**config.mk**
```make
export PLATFORM = sky130hd
export DESIGN_NAME = corelet_ctrl
export DESIGN_NICKNAME = d
export VERILOG_FILES = /design/src/rtl/corelet_ctrl.sv
export SDC_FILE = /design/constraint.sdc
export NUM_CORES = 1
export LEC_CHECK = 0
export BUFFER_PORTS_ARGS = -buffer_cell sky130_fd_sc_hd__buf_2
export CORE_MARGIN = 1.5
export CORE_UTILIZATION = 50
export CTS_BUF_LIST = sky130_fd_sc_hd__clkbuf_8
export CTS_CLUSTER_SIZE = 14
export DETAILED_ROUTE_END_ITERATION = 16
export HOLD_SLACK_MARGIN = 0.05
export PLACE_DENSITY = 0.74
export SYNTH_ARGS = -nofsm -noshare
export SYNTH_HDL_FRONTEND = slang
export SYNTH_SLANG_ARGS = --single-unit
export TNS_END_PERCENT = 100
```
**constraint.sdc**
```tcl
create_clock -name clk -period 3.05 [get_ports clk]
set_clock_uncertainty 0.1 [all_clocks]
set_input_delay 0.305 -clock clk [delete_from_list [all_inputs] [get_ports clk]]
set_output_delay 0.305 -clock clk [all_outputs]
set_load 0.01 [all_outputs]
```
**src/rtl/corelet_ctrl.sv**
```systemverilog
// -----------------------------------------------------------------------------
// corelet_ctrl : instruction sequencer for the corelet.
//
// One start request runs a full job:
//   load `row` weight words from xmem into L0,
//   issue the kernel-load opcode,
//   flush for `col` cycles,
//   stream `a_len` activation vectors from xmem into L0,
//   issue the execute opcode,
//   drain the output FIFO into consecutive pmem addresses.
//
// Ports
//   clk, reset       : clock, synchronous active-low reset
//   start            : one-cycle job request, honoured only while idle
//   acc_en           : job config, drives inst[33] on pmem write cycles
//   w_base, a_base   : job config, xmem base addresses
//   a_len            : job config, number of activation vectors
//   p_base           : job config, pmem base address
//   ofifo_valid      : corelet output FIFO holds a readable row
//   inst             : registered 34-bit corelet/SRAM instruction word
//   busy             : registered, high whenever a job is in progress
//   done             : registered one-cycle completion pulse
//
// Every output is the registered image of the decision taken in the previous
// cycle, so the whole inst stream lags the state register by one clock.
// -----------------------------------------------------------------------------
module corelet_ctrl #(
    parameter int row     = 8,
    parameter int col     = 8,
    parameter int addr_bw = 11,
    parameter int len_bw  = 8
) (
    input  logic               clk,
    input  logic               reset,
    input  logic               start,
    input  logic               acc_en,
    input  logic [addr_bw-1:0] w_base,
    input  logic [addr_bw-1:0] a_base,
    input  logic [len_bw-1:0]  a_len,
    input  logic [addr_bw-1:0] p_base,
    input  logic               ofifo_valid,
    output logic [33:0]        inst,
    output logic               busy,
    output logic               done
);

    localparam int CW = len_bw + 1;
    // Both SRAM chip enables high, everything else zero.
    localparam logic [33:0] IDLE_WORD = 34'h0100080;

    typedef enum logic [2:0] {
        ST_IDLE    = 3'd0,
        ST_W_FILL  = 3'd1,
        ST_W_LOAD  = 3'd2,
        ST_W_FLUSH = 3'd3,
        ST_A_FILL  = 3'd4,
        ST_A_EXEC  = 3'd5,
        ST_DRAIN   = 3'd6,
        ST_DONE    = 3'd7
    } state_t;

    state_t             state_q, state_d;
    logic [CW-1:0]      cnt_q, cnt_d;
    logic [CW-1:0]      rd_cnt_q, rd_cnt_d;
    logic [CW-1:0]      wr_cnt_q, wr_cnt_d;
    logic               rd_pend_q, rd_pend_d;
    logic               acc_en_q, acc_en_d;
    logic [addr_bw-1:0] w_base_q, w_base_d;
    logic [addr_bw-1:0] a_base_q, a_base_d;
    logic [addr_bw-1:0] p_base_q, p_base_d;
    logic [len_bw-1:0]  a_len_q, a_len_d;
    logic [33:0]        inst_q, inst_d;
    logic               busy_q, busy_d;
    logic               done_q, done_d;

    // Fill phases share one datapath; these select weight or activation config.
    logic [addr_bw-1:0] fill_base_s;
    logic [CW-1:0]      fill_len_s;
    logic [addr_bw-1:0] fill_addr_s;
    logic [addr_bw-1:0] pmem_addr_s;
    logic [CW-1:0]      a_len_ext_s;

    assign inst = inst_q;
    assign busy = busy_q;
    assign done = done_q;

    // Address arithmetic for xmem fill reads and pmem drain writes (wraps mod 2^addr_bw).
    always_comb begin
        a_len_ext_s = CW'(a_len_q);
        if (state_q == ST_A_FILL) begin
            fill_base_s = a_base_q;
            fill_len_s  = a_len_ext_s;
        end else begin
            fill_base_s = w_base_q;
            fill_len_s  = CW'(row);
        end
        fill_addr_s = fill_base_s + addr_bw'(cnt_q);
        pmem_addr_s = p_base_q + addr_bw'(wr_cnt_q);
    end

    // Next-state, counter and instruction-word decision for the coming cycle.
    always_comb begin
        state_d   = state_q;
        cnt_d     = cnt_q;
        rd_cnt_d  = rd_cnt_q;
        wr_cnt_d  = wr_cnt_q;
        rd_pend_d = rd_pend_q;
        acc_en_d  = acc_en_q;
        w_base_d  = w_base_q;
        a_base_d  = a_base_q;
        p_base_d  = p_base_q;
        a_len_d   = a_len_q;
        inst_d    = IDLE_WORD;
        busy_d    = (state_q != ST_IDLE);
        done_d    = 1'b0;

        case (state_q)
            ST_IDLE: begin
                if (start) begin
                    acc_en_d  = acc_en;
                    w_base_d  = w_base;
                    a_base_d  = a_base;
                    p_base_d  = p_base;
                    a_len_d   = a_len;
                    cnt_d     = '0;
                    rd_cnt_d  = '0;
                    wr_cnt_d  = '0;
                    rd_pend_d = 1'b0;
                    state_d   = ST_W_FILL;
                end else begin
                    state_d = ST_IDLE;
                end
            end

            // Read word k from xmem while writing word k-1 (arriving after the
            // 1-cycle SRAM latency) into L0; one extra cycle for the last write.
            ST_W_FILL, ST_A_FILL: begin
                if (cnt_q < fill_len_s) begin
                    inst_d[7]    = 1'b0;
                    inst_d[8]    = 1'b1;
                    inst_d[19:9] = fill_addr_s;
                end else begin
                    inst_d[7]    = 1'b1;
                end
                if (cnt_q != '0) begin
                    inst_d[2] = 1'b1;
                end else begin
                    inst_d[2] = 1'b0;
                end
                if (cnt_q == fill_len_s) begin
                    cnt_d   = '0;
                    state_d = (state_q == ST_W_FILL) ? ST_W_LOAD : ST_A_EXEC;
                end else begin
                    cnt_d = cnt_q + CW'(1);
                end
            end

            ST_W_LOAD: begin
                inst_d[3]   = 1'b1;
                inst_d[1:0] = 2'b01;
                if (cnt_q == CW'(row - 1)) begin
                    cnt_d   = '0;
                    state_d = ST_W_FLUSH;
                end else begin
                    cnt_d = cnt_q + CW'(1);
                end
            end

            ST_W_FLUSH: begin
                if (cnt_q == CW'(col - 1)) begin
                    cnt_d   = '0;
                    state_d = (a_len_q == '0) ? ST_DONE : ST_A_FILL;
                end else begin
                    cnt_d = cnt_q + CW'(1);
                end
            end

            ST_A_EXEC: begin
                inst_d[3]   = 1'b1;
                inst_d[1:0] = 2'b10;
                if (cnt_q == a_len_ext_s - CW'(1)) begin
                    cnt_d   = '0;
                    state_d = ST_DRAIN;
                end else begin
                    cnt_d = cnt_q + CW'(1);
                end
            end

            // FIFO read and the pmem write of the previously read row may overlap.
            ST_DRAIN: begin
                if (ofifo_valid && (rd_cnt_q < a_len_ext_s)) begin
                    inst_d[6] = 1'b1;
                    rd_cnt_d  = rd_cnt_q + CW'(1);
                    rd_pend_d = 1'b1;
                end else begin
                    rd_pend_d = 1'b0;
                end
                if (rd_pend_q) begin
                    inst_d[20]    = 1'b0;
                    inst_d[21]    = 1'b0;
                    inst_d[32:22] = pmem_addr_s;
                    inst_d[33]    = acc_en_q;
                    wr_cnt_d      = wr_cnt_q + CW'(1);
                    if ((wr_cnt_q + CW'(1)) == a_len_ext_s) begin
                        state_d = ST_DONE;
                    end else begin
                        state_d = ST_DRAIN;
                    end
                end else begin
                    wr_cnt_d = wr_cnt_q;
                end
            end

            ST_DONE: begin
                done_d  = 1'b1;
                state_d = ST_IDLE;
            end

            default: begin
                state_d = ST_IDLE;
            end
        endcase
    end

    // State, counter, config and output registers; reset aborts any job.
    always_ff @(posedge clk) begin
        if (!reset) begin
            state_q   <= ST_IDLE;
            cnt_q     <= '0;
            rd_cnt_q  <= '0;
            wr_cnt_q  <= '0;
            rd_pend_q <= 1'b0;
            acc_en_q  <= 1'b0;
            w_base_q  <= '0;
            a_base_q  <= '0;
            p_base_q  <= '0;
            a_len_q   <= '0;
            inst_q    <= IDLE_WORD;
            busy_q    <= 1'b0;
            done_q    <= 1'b0;
        end else begin
            state_q   <= state_d;
            cnt_q     <= cnt_d;
            rd_cnt_q  <= rd_cnt_d;
            wr_cnt_q  <= wr_cnt_d;
            rd_pend_q <= rd_pend_d;
            acc_en_q  <= acc_en_d;
            w_base_q  <= w_base_d;
            a_base_q  <= a_base_d;
            p_base_q  <= p_base_d;
            a_len_q   <= a_len_d;
            inst_q    <= inst_d;
            busy_q    <= busy_d;
            done_q    <= done_d;
        end
    end

endmodule

```
# Word level (Yosys, flattened, before mapping)
# Cells that the tools add are included.
# totals
register_bits,109
inputBits,46
output_inout_bits,36
# op_classes
add_sub_neg,6
magnitude_cmp,2
eq_ne,18
muxes,31
n_reduce_logical,20
# op_table
operator,count
2-to-1 mux 9 bit,6
one-hot mux 9 bit (2 select lines),2
one-hot mux 9 bit (4 select lines),1
adder 9 x 1 -> 9 bit (second input constant),3
adder 11 x 9 -> 11 bit,2
one-hot mux 3 bit (7 select lines),1
equality test 9 bit,2
2-to-1 mux 3 bit,6
2-to-1 mux 14 bit,1
inequality test 2 bit (second input constant),7
equality test 3 bit (second input constant),4
AND reduction 3 bit,4
2-to-1 mux 11 bit,1
AND reduction 2 bit,5
equality test 9 x 3 -> 1 bit (second input constant),1
equality test 9 x 8 -> 1 bit,1
< comparator 9 x 8 -> 1 bit,1
< comparator 9 bit,1
2-to-1 mux 1 bit,9
nonzero test 9 bit,1
subtractor 8 x 1 -> 9 bit (second input constant),1
logical NOT 8 bit,1
2-to-1 mux 8 bit,1
equality test 3 x 2 -> 1 bit (second input constant),2
other kinds (11),13

# Depth between registers and ports, before layout
# Gate-level depths: netlist of run 1.
# depth
depth_word,5
mapped_depth,14

# Worst setup path after synthesis of run 1
# No wires, ideal clock.
# synth_timing
path_type,register to register
from,register state_q[2]
to,"register inst_q[19], in the netlist inst[19]"
setup_time_ps,121
arrival_ps,3133
path_slack_ps,-304
stages_incl_launch_ff,15
path_buffers,2
cell_sequence,dfxtp_1 buf_4 inv_2 nor3_2 clkbuf_1 mux2_2 ha_1 fa_1 a21oi_1 o21bai_1 a21oi_1 o21ai_0 a31oi_1 o21a_1 nor3_2
# synth_via
elab_chain_cells,4
# synth_lines
item,line,source
"start, declared",62,"state_t state_q, state_d;"
"start signal, assigned",242,state_q <= state_d;
equality test 3 bit,"90, 117",
2-to-1 mux 8 bit,90,if (state_q == ST_A_FILL) begin
< comparator 9 bit,138,if (cnt_q < fill_len_s) begin
AND reduction 3 bit (no line),--,
"end signal, assigned",252,inst_q <= inst_d;
"end, declared",72,"logic [33:0] inst_q, inst_d;"
# Parallel ways exist; a longest one is shown, timed or not.
# A chain may end at the register's enable or synchronous reset.

# Worst setup path after layout of run 1
# layout_timing
from,register state_q[2]
to,"register inst_q[16], in the netlist inst[16]"
# The elaborated chain is that of the path after synthesis.

==> metrics, run 1 <==
post-synthesis sequential area ratio=36.5%; crit path time final=2.87 ns; Cell Int Power=2.48 mW; final core occ=60.0%; status=finished, final reports clean; critical path class=flip-flop to flip-flop; Reg power frac=42.5%; Detail Route Antenna Nets=0; first-pass GRT wire length=24400 µm; fillers=1021; die area=12300 µm²; IO Port Bufs=78; distinct cell type count after synthesis=64; Worst EP arrival=3.04 ns; Area Growth Syn to Fin=17.3%; Top FF cell, synth=dfxtp_1; pwr/cell area=568 nW/µm²; n_diodes=0; Synth Area per Inst=8.06 µm²; chip width=111 µm; Leakage=2.81 nW; Worst-Margin Slew=0.730 ns; initial antenna violation count=0; sw power=1.39 mW; H-Tree Depth=3; Setup violations, final=0; Worst setup EP type=flip-flop; Worst-path clk slew=0.10 ns; maximum root-to-sink buffer count=2; Max Transition Viols Final=0; Final Hold Violating Endpoints=0; FF+latch count, synth=106; power share of the combinational group=33.3%; Syn Std Cell Area=5810 µm²; dpl hpwl=10600 µm; Max Clk Rate=0.348 GHz; gr usage total=24.3%; total grt overflow=0; layout cells sized above 1=17.2%; # nets final=898; sw frac=36.0%; CTS tree=built; drt wl/cell=15.5 µm; Worst Setup Start Kind=flip-flop; Boundary Pins=82; Critical Path RT=3.22 ns; dpl ws=0.0955 ns; CTS root buffer=clkbuf_8; maximum vdd drop=0.387 mV; DRT Pass-1 Iters=5; Vias=5475; DRC violations left=0; fin area=6820 µm²; largest cells by area after synthesis=dfxtp_1, nand2_1, ha_1, a21oi_1, nor2_1; Max Cap Viol=0; Slew HR=51.4%; fraction of registers with async set/reset=0%; largest area contributor in the netlist=dfxtp_1; vias per cell=5.72; yosys warns=0; EDFF count, synth=0; CTS Buf Count=9; vias in the first global route=5191; Starting Density=51.1%; DRT iter0 DRCs=433; routability cong.=0.987; Sequential Area=2120 µm²; proportion of netlist area held by the largest area contributor=36.5%; height of the die=111 µm; area occupied by multi-input gates=3410 µm²; Clock Sinks=106; Clock Power Share=24.2%; crit-path max FO=6; area post-placement=6320 µm²; Mapped Cells=721; Clock Latency Late Sink=0.39 ns; setup repair after global routing missed its margin=no; setup_tns=0 ns; total core area=11400 µm²; Hold Path Class=primary input to flip-flop; detailed-route wire length=14900 µm; Final Cycle Share=94.1%; Final WS setup=0.179 ns; largest net degree at the start of global routing=61; row count=39
-- synthesized netlist by cell type, types with 3 or more instances --
cell type	instances
and2_1	6
nor2_1	43
ha_1	38
buf_4	8
a31oi_1	5
nor3_2	4
nand3b_1	5
clkbuf_1	34
a21o_1	7
inv_1	25
mux2_2	9
o22ai_1	10
inv_2	3
nand4_1	10
or4_1	5
xor2_1	15
or3_1	3
o21bai_1	3
nor4_1	8
a211oi_1	5
buf_2	3
dfxtp_1	106
o21a_1	10
nor2b_1	4
nor3b_1	4
o31ai_1	4
a22oi_1	3
o21ai_0	20
and3_1	9
o211ai_1	4
nor3_1	16
nand2b_1	9
a41oi_1	4
nand3_1	22
nand2_1	129
a21oi_1	78
xnor2_1	18
-- metal layers --
metal  vias up  global-route usage, %  share of wire [%]
li1       2697                      -                  -
met1      2541                   30.2                 44
met2       199                   41.6                 48
met3        38                   3.88                5.6
met4         0                   10.4                2.8
met5         -                      0                  0
-- state kept, by name (all words and copies together) (netlist names) --
name	cells
w_base_q	11
busy	1
p_base_q	11
rd_cnt_q	9
inst	31
rd_pend_q	1
done	1
wr_cnt_q	9
a_base_q	11
state_q	3
a_len_q	8
acc_en_q	1
cnt_q	9
-- cell type report --
type	instances	share of cell area, %
Clock buffer	9	1.82
Clock inverter	5	1.19
Inverter	28	1.54
Multi-Input combinational cell	544	50.0
Sequential cell	106	31.1
Tap cell	143	2.62
Timing Repair Buffer	123	11.7
-- final timing paths --
| check | cells after the start | startpoint | endpoint | slack (ns) |
|---|---|---|---|---|
| worst max-delay path | 12 | state_q[2]$_SDFFE_PN0P_ | inst[16]$_SDFF_PN0_ | 0.18 |
| worst min register to register | 2 | a_base_q[6]$_SDFFE_PN0P_ | a_base_q[6]$_SDFFE_PN0P_ | 0.36 |
| worst min-delay path | 3 | a_base[3] | a_base_q[3]$_SDFFE_PN0P_ | 0.06 |
| worst max register to register | 12 | state_q[2]$_SDFFE_PN0P_ | inst[16]$_SDFF_PN0_ | 0.18 |
-- worst max-delay path, cell delays in order, from the launching register on --
cell and delay, ns:
dfxtp_1 0.35, inv_2 0.08, nor3_4 0.23, buf_4 0.21
mux2_2 0.37, ha_1 0.29, a21o_1 0.19, a21oi_2 0.20
o21a_1 0.16, o21ai_0 0.15, a21oi_1 0.22, xor2_1 0.17
nor2_1 0.05
-- power by group through the flow --
stage	sequential, mW	clock [mW]	combinational [mW]
floorplan	1.64	0	0.942
global placement	1.67	0	1.21
detailed placement	1.67	0	1.24
CTS	1.64	0.959	1.28
global route	1.66	1.01	1.42
finish	1.65	0.937	1.29
-- timing repair --
item | in CTS | in global routing
endpoints found under the hold margin | 28 | 0
hold buffers | 28 | 0
buffers inserted | 0 | 0
resized for setup | 0 | 3
setup endpoints to repair | 0 | 5
-- kinds of logic after synthesis --
| family | after synthesis | synth area share, % |
|---|---|---|
| flops | 106 | 36.5 |
| fa+ha+maj | 40 | 8.87 |
| simple gates | 287 | 23.8 |
| other cells | 1 | 0.0645 |
| xor+xnor | 33 | 4.97 |
| compound gates | 170 | 18.4 |
| buf+inv | 73 | 5.29 |
| mux | 11 | 2.09 |
-- metrics by stage --
stage	std cells	hold WS, ns	total power [mW]
after global routing	958	0.0684	4.09
after detailed placement	916	0.345	2.91
final	958	0.0629	3.88
after floorplan	723	0.332	2.58
after global placement	916	0.339	2.88
after CTS	958	0.0518	3.88
-- placed cells by master (no fill, tap or decap), types with 15 or more instances in the layout --
| cell type | netlist | routed |
|---|---|---|
| buf_4 | 8 | 17 |
| nand3_1 | 22 | 22 |
| dlygate4sd3_1 | 0 | 28 |
| inv_1 | 25 | 26 |
| buf_2 | 3 | 78 |
| nand2_1 | 129 | 129 |
| a21oi_1 | 78 | 77 |
| xor2_1 | 15 | 15 |
| nor3_1 | 16 | 16 |
| xnor2_1 | 18 | 18 |
| nor2_1 | 43 | 43 |
| dfxtp_1 | 106 | 106 |
| ha_1 | 38 | 38 |
| o21ai_0 | 20 | 19 |
(Power assumes the default switching activity.)
==> inputs of run 2 (changes only) <==
Settings changed: REMOVE_ABC_BUFFERS set to 1.
==> metrics, run 2 (synthesized netlist as in run 1, its figures left out) <==
DRC violations left=0 (unchanged); layout cells sized above 1=17.0% (-0.21 points); power share of the combinational group=32.6% (-0.7 points); most common cell after layout, fill and taps aside=nand2_1; critical path class=flip-flop to flip-flop; CTS root buffer=clkbuf_8; Reg power frac=42.5% (about the same); dpl ws=0.0650 ns (-0.0305 ns); Starting Density=51.1% (unchanged); drt wl/cell=15.3 µm (-1.8%); Area Growth Syn to Fin=19.2%; Worst-path clk slew=0.10 ns (about the same); Worst setup EP type=flip-flop; Hold Path Origin=w_base[7]; Hold Path Class=primary input to flip-flop; pwr/cell area=559 nW/µm² (-1.6%); Detail Route Antenna Nets=0 (unchanged); gr usage total=24.6% (+0.31 points); Final Cycle Share=97.3% (+3.1 points); hold slack=0.0637 ns (+0.000804 ns); IO Port Bufs=78 (unchanged); Total Power=3.88 mW (about the same); Worst-Margin Slew=0.646 ns (-0.0834 ns); maximum root-to-sink buffer count=2 (unchanged); Critical Path RT=3.21 ns (about the same); vias in the first global route=5378 (+3.6%); Max Cap Viol=0 (unchanged); H-Tree Depth=3 (unchanged); Max Transition Viols Final=0 (unchanged); Critical Path Start=state_q[2]$_SDFFE_PN0P_; routability cong.=0.898 (-9.0%); Reg2Reg Launch Point=state_q[2]$_SDFFE_PN0P_; Final Hold Violating Endpoints=0 (unchanged); final core occ=61.0% (+0.98 points); chip width=111 µm (unchanged); height of the die=111 µm (unchanged); n_diodes=0 (unchanged); Finished Layout Cells=968 (+1.0%); Clock Power Share=24.9% (+0.7 points); setup_tns=0 ns (unchanged); area post-placement=6290 µm² (-0.49%); initial antenna violation count=0 (unchanged); sw power=1.37 mW (-1.5%); vias per cell=5.68 (-0.62%); CTS tree=built; Clock Latency Late Sink=0.39 ns (about the same); DRT Pass-1 Iters=5 (unchanged); Worst Setup Start Kind=flip-flop; Cell Int Power=2.50 mW (+0.90%); crit-path max FO=9 (+3); dpl hpwl=10200 µm (-3.1%); sw frac=35.4% (-0.55 points); Vias=5498 (+0.42%); Max Clk Rate=0.337 GHz (-3.2%); Slew HR=56.9% (+5.6 points); # nets final=907 (+1.0%); placed cells=913 (-0.33%); largest net degree at the start of global routing=60 (-1.6%); Worst EP arrival=3.12 ns (+0.08 ns); crit path time final=2.97 ns (+0.0958 ns); die area=12300 µm² (unchanged); first-pass GRT wire length=24800 µm (+1.9%); Clock Sinks=106 (unchanged); Leakage=2.85 nW (+1.6%); DRT iter0 DRCs=306 (-29%); total grt overflow=0 (unchanged); CTS Buf Count=9 (unchanged); Setup violations, final=0 (unchanged); row count=39 (unchanged); Boundary Pins=82 (unchanged); total core area=11400 µm² (unchanged); fin area=6930 µm² (+1.6%); most frequent cells in the layout=nand2_1, dfxtp_1, a21oi_1, buf_2, nor2_1; Final WS setup=0.0833 ns (-0.0958 ns); max FFs per register=31 (unchanged); status=finished, final reports clean; maximum vdd drop=0.492 mV (+27%); detailed-route wire length=14800 µm (-0.81%)
## run 2: power by group through the flow
stage | registers (mW) | clock network, mW | logic (mW)
floorplan | 1.70 | 0 | 0.810
detailed placement | 1.68 | 0 | 1.22
finish | 1.65 | 0.965 | 1.26
CTS | 1.64 | 0.983 | 1.26
global route | 1.67 | 1.04 | 1.41
global placement | 1.67 | 0 | 1.18
## run 2: area by class of cell
class	count	area [µm²]
timing repair buffer	132	905
clock buffer	10	138
inverter	28	105
sequential	106	2120
multi-input combinational	544	3400
clock inverter	5	78.8
tap	143	179
fill	1035	4440
## run 2: path summary, 6_finish.rpt
check	to	slack (ns)	depth (start not counted)
worst max-delay path	cnt_q[1]$_SDFFE_PN0P_	0.08	13
worst min register to register	w_base_q[2]$_SDFFE_PN0P_	0.35	2
worst min-delay path	w_base_q[7]$_SDFFE_PN0P_	0.06	3
worst max register to register	cnt_q[1]$_SDFFE_PN0P_	0.08	13
## run 2: metal layers
metal / track usage, % / share of wire (%) / vias up
met3: 6.56 / 5.6 / 29
met5: 0 / 0 / -
met2: 44.1 / 50 / 173
li1: - / - / 2718
met4: 8.63 / 2.3 / 0
met1: 28.1 / 42 / 2578
## run 2: worst max-delay path, cell delays in order, from the launching register on
cell and delay (ns):
dfxtp_1 0.35, inv_2 0.08, nor3_4 0.16, buf_6 0.15, buf_12 0.11, nand2_1 0.06
ha_1 0.34, nand2_1 0.09, nor4_2 0.47, a2bb2oi_2 0.33, o21a_1 0.22, a31oi_4 0.08
a22oi_1 0.23, nor2_1 0.05
## run 2: repair_timing
action                                 CTS  global route
endpoints found under the hold margin   37             0
resized for setup                        0             3
hold buffers                            37             0
setup buffers                            0             3
setup endpoints to repair                0            15
==> inputs of run 3 (changes only) <==
Settings changed: BUFFER_PORTS_ARGS -buffer_cell sky130_fd_sc_hd__buf_2 to -buffer_cell sky130_fd_sc_hd__clkbuf_2, CORE_UTILIZATION 50 to 40, CTS_CLUSTER_SIZE 14 to 8, PLACE_DENSITY 0.74 to 0.61.
==> metrics, run 3 (synthesized netlist as in run 1, its figures left out) <==
vias in the first global route=5250 (-2.4%); Starting Density=41.4% (-9.7 points); detailed-route wire length=14600 µm (-0.89%); DRT iter0 DRCs=421 (+38%); Clock Latency Late Sink=0.40 ns (about the same); Reg2Reg Launch Point=state_q[2]$_SDFFE_PN0P_; internal reg-to-reg setup slack=0.19 ns (+0.10 ns); critical path buffer and inverter count=2 (-1); Hold Path Class=primary input to flip-flop; die area=15300 µm² (+24%); Crit path max-delay family=compound AO/OA/AOI/OAI gates; Total Power=3.83 mW (-1.3%); Min-Delay Path Depth=4 (+1); Worst setup EP type=flip-flop; CP max stage cell=fa_1; sw power=1.39 mW (+1.5%); max FFs per register=31 (unchanged); Critical Path Max Stage Delay=0.44 ns (-0.03 ns); most common cell after layout, fill and taps aside=nand2_1; Clock Sinks=106 (unchanged); Detail Route Antenna Nets=0 (unchanged); CTS Buf Count=9 (unchanged); Slew HR=55.8% (-1.1 points); status=finished, final reports clean; Setup violations, final=0 (unchanged); largest net degree at the start of global routing=61 (+1.7%); routability cong.=0.869 (-3.3%); hold slack=0.293 ns (+0.230 ns); first-pass GRT wire length=24400 µm (-1.6%); Max Cap Viol=0 (unchanged); power share of the combinational group=33.7% (+1.1 points); cell mode on critical path=a21oi_1; DRT Pass-1 Iters=4 (-1); fillers=1409 (+36%); Register-to-Register Path Depth=12 (-1); initial antenna violation count=0 (unchanged); most frequent cells in the layout=nand2_1, dfxtp_1, clkbuf_2; crit-path max FO=16 (+7); Max Clk Rate=0.349 GHz (+3.6%); dpl hpwl=10400 µm (+2.0%); Reg power frac=42.9% (+0.4 points); crit path time final=2.86 ns (-0.103 ns); Cell Int Power=2.43 mW (-2.9%); post-CTS setup repair buffer count=0 (unchanged); maximum vdd drop=0.361 mV (-27%); Boundary Pins=82 (unchanged); n_diodes=0 (unchanged); chip width=124 µm (+11%); hold worst-path end=inst[2]$_SDFF_PN0_; height of the die=124 µm (+11%); Worst EP arrival=3.03 ns (-0.09 ns); vias per cell=5.32 (-6.4%); Sequential Area=2120 µm² (unchanged); Hold Path Origin=reset; Leakage=2.85 nW (-0.26%); Area Growth Syn to Fin=20.7%; Critical Path RT=3.21 ns (about the same); total grt overflow=0 (unchanged); drt wl/cell=14.5 µm (-5.2%); DRC violations left=0 (unchanged); sw frac=36.4% (+1.0 points); total core area=14000 µm² (+24%); gr usage total=20.3% (-4.3 points); Vias=5381 (-2.1%); Worst Setup Start Kind=flip-flop; setup repair after global routing missed its margin=yes; area occupied by multi-input gates=3400 µm² (about the same); Critical R2R Capture=inst[19]$_SDFF_PN0_; Final Hold Violating Endpoints=0 (unchanged); worst path cell trace=inv_2 > nor3_4 > buf_12 > mux2_2 > fa_1 > a21oi_1 > o21bai_1 > a21oi_1 > o21ai_1 > a31oi_1 > o21a_1 > nor3_2; Worst-path clk slew=0.11 ns (about the same); CTS root buffer=clkbuf_8; CTS tree=built; Clock Power Share=23.4% (-1.5 points); Worst-Margin Slew=0.663 ns (+0.0167 ns); Max Transition Viols Final=0 (unchanged); layout cells sized above 1=17.1% (+0.098 points); Final Cycle Share=93.9% (-3.4 points); IO Port Bufs=78 (unchanged); H-Tree Depth=3 (unchanged); # nets final=913 (+0.66%); maximum root-to-sink buffer count=2 (unchanged); pwr/cell area=545 nW/µm² (-2.5%); critical path class=flip-flop to flip-flop; row count=43 (+10%)
run 3: changes by cell type in the layout (fill, tap and decap cells not counted), sizes merged:
cell and change:
clkbuf +77, clkinvlp +2, inv +1, bufinv -1, buf -77, dlygate4sd3 +5
run 3: repair_timing:
action,4_1_cts,5_1_grt
endpoints found under the hold margin,42,0
resized for setup,0,3
hold buffers,42,0
setup endpoints to repair,0,4
run 3: power by group through the flow:
stage                     Combinational [mW]  Sequential, mW  Clock [mW]
final                                   1.29            1.64       0.894
after global placement                  1.22            1.67           0
after global routing                    1.44            1.66       0.980
after CTS                               1.30            1.64       0.931
after detailed placement                1.25            1.67           0
after floorplan                        0.810            1.70           0
run 3: how the worst max path moves through the flow:
| stage | startpoint | end | slack, ns | cells after the start |
|---|---|---|---|---|
| 6_report | state_q[2]$_SDFFE_PN0P_ | inst[19]$_SDFF_PN0_ | 0.19 | 12 |
| 5_1_grt | state_q[2]$_SDFFE_PN0P_ | inst[19]$_SDFF_PN0_ | -0.02 | 12 |
| 4_1_cts | state_q[2]$_SDFFE_PN0P_ | inst[19]$_SDFF_PN0_ | 0.06 | 12 |
| 3_5_place_dp | state_q[2]$_SDFFE_PN0P_ | inst[19]$_SDFF_PN0_ | 0.1 | 12 |
| 3_3_place_gp | state_q[2]$_SDFFE_PN0P_ | inst[19]$_SDFF_PN0_ | 0.16 | 12 |
| 2_1_floorplan | state_q[2]$_SDFFE_PN0P_ | inst[19]$_SDFF_PN0_ | -0.35 | 12 |
run 3: per-stage QoR:
| stage | setup WS [ns] | cells | util [%] | cell area, µm² | setup TNS, ns |
|---|---|---|---|---|---|
| floorplan | -0.348 | 678 | - | 5620 | -1.57 |
| global placement | 0.158 | 954 | 45.5 | 6380 | 0 |
| detailed placement | 0.0959 | 954 | 45.5 | 6380 | 0 |
| CTS | 0.0629 | 1012 | 49.9 | 7010 | 0 |
| global route | -0.0168 | 1012 | 50.0 | 7020 | -0.0168 |
| finish | 0.186 | 1012 | 50.0 | 7020 | 0 |
run 3: layout make-up:
class / count / share of cell area (%)
Clock buffer: 9 / 1.77
Clock inverter: 7 / 1.12
Inverter: 28 / 1.50
Multi-Input combinational cell: 544 / 48.5
Sequential cell: 106 / 30.2
Tap cell: 180 / 3.21
Timing Repair Buffer: 138 / 13.7
run 3: per-layer routing:
metal  vias to the layer above  part of all wire, %  GRT usage, %
met1                      2496                   43          23.9
met5                         -                    0             0
met2                       136                   50          36.3
met3                        21                  4.7          4.06
li1                       2728                    -             -
met4                         0                  1.9          7.69
run 3: worst reg2reg max path, stage by stage (launching register included):
cell and delay, ns:
dfxtp_1 0.37, inv_2 0.08, nor3_4 0.19, buf_12 0.19
mux2_2 0.37, fa_1 0.44, a21oi_1 0.16, o21bai_1 0.11
a21oi_1 0.20, o21ai_1 0.11, a31oi_1 0.20, o21a_1 0.17
nor3_2 0.04
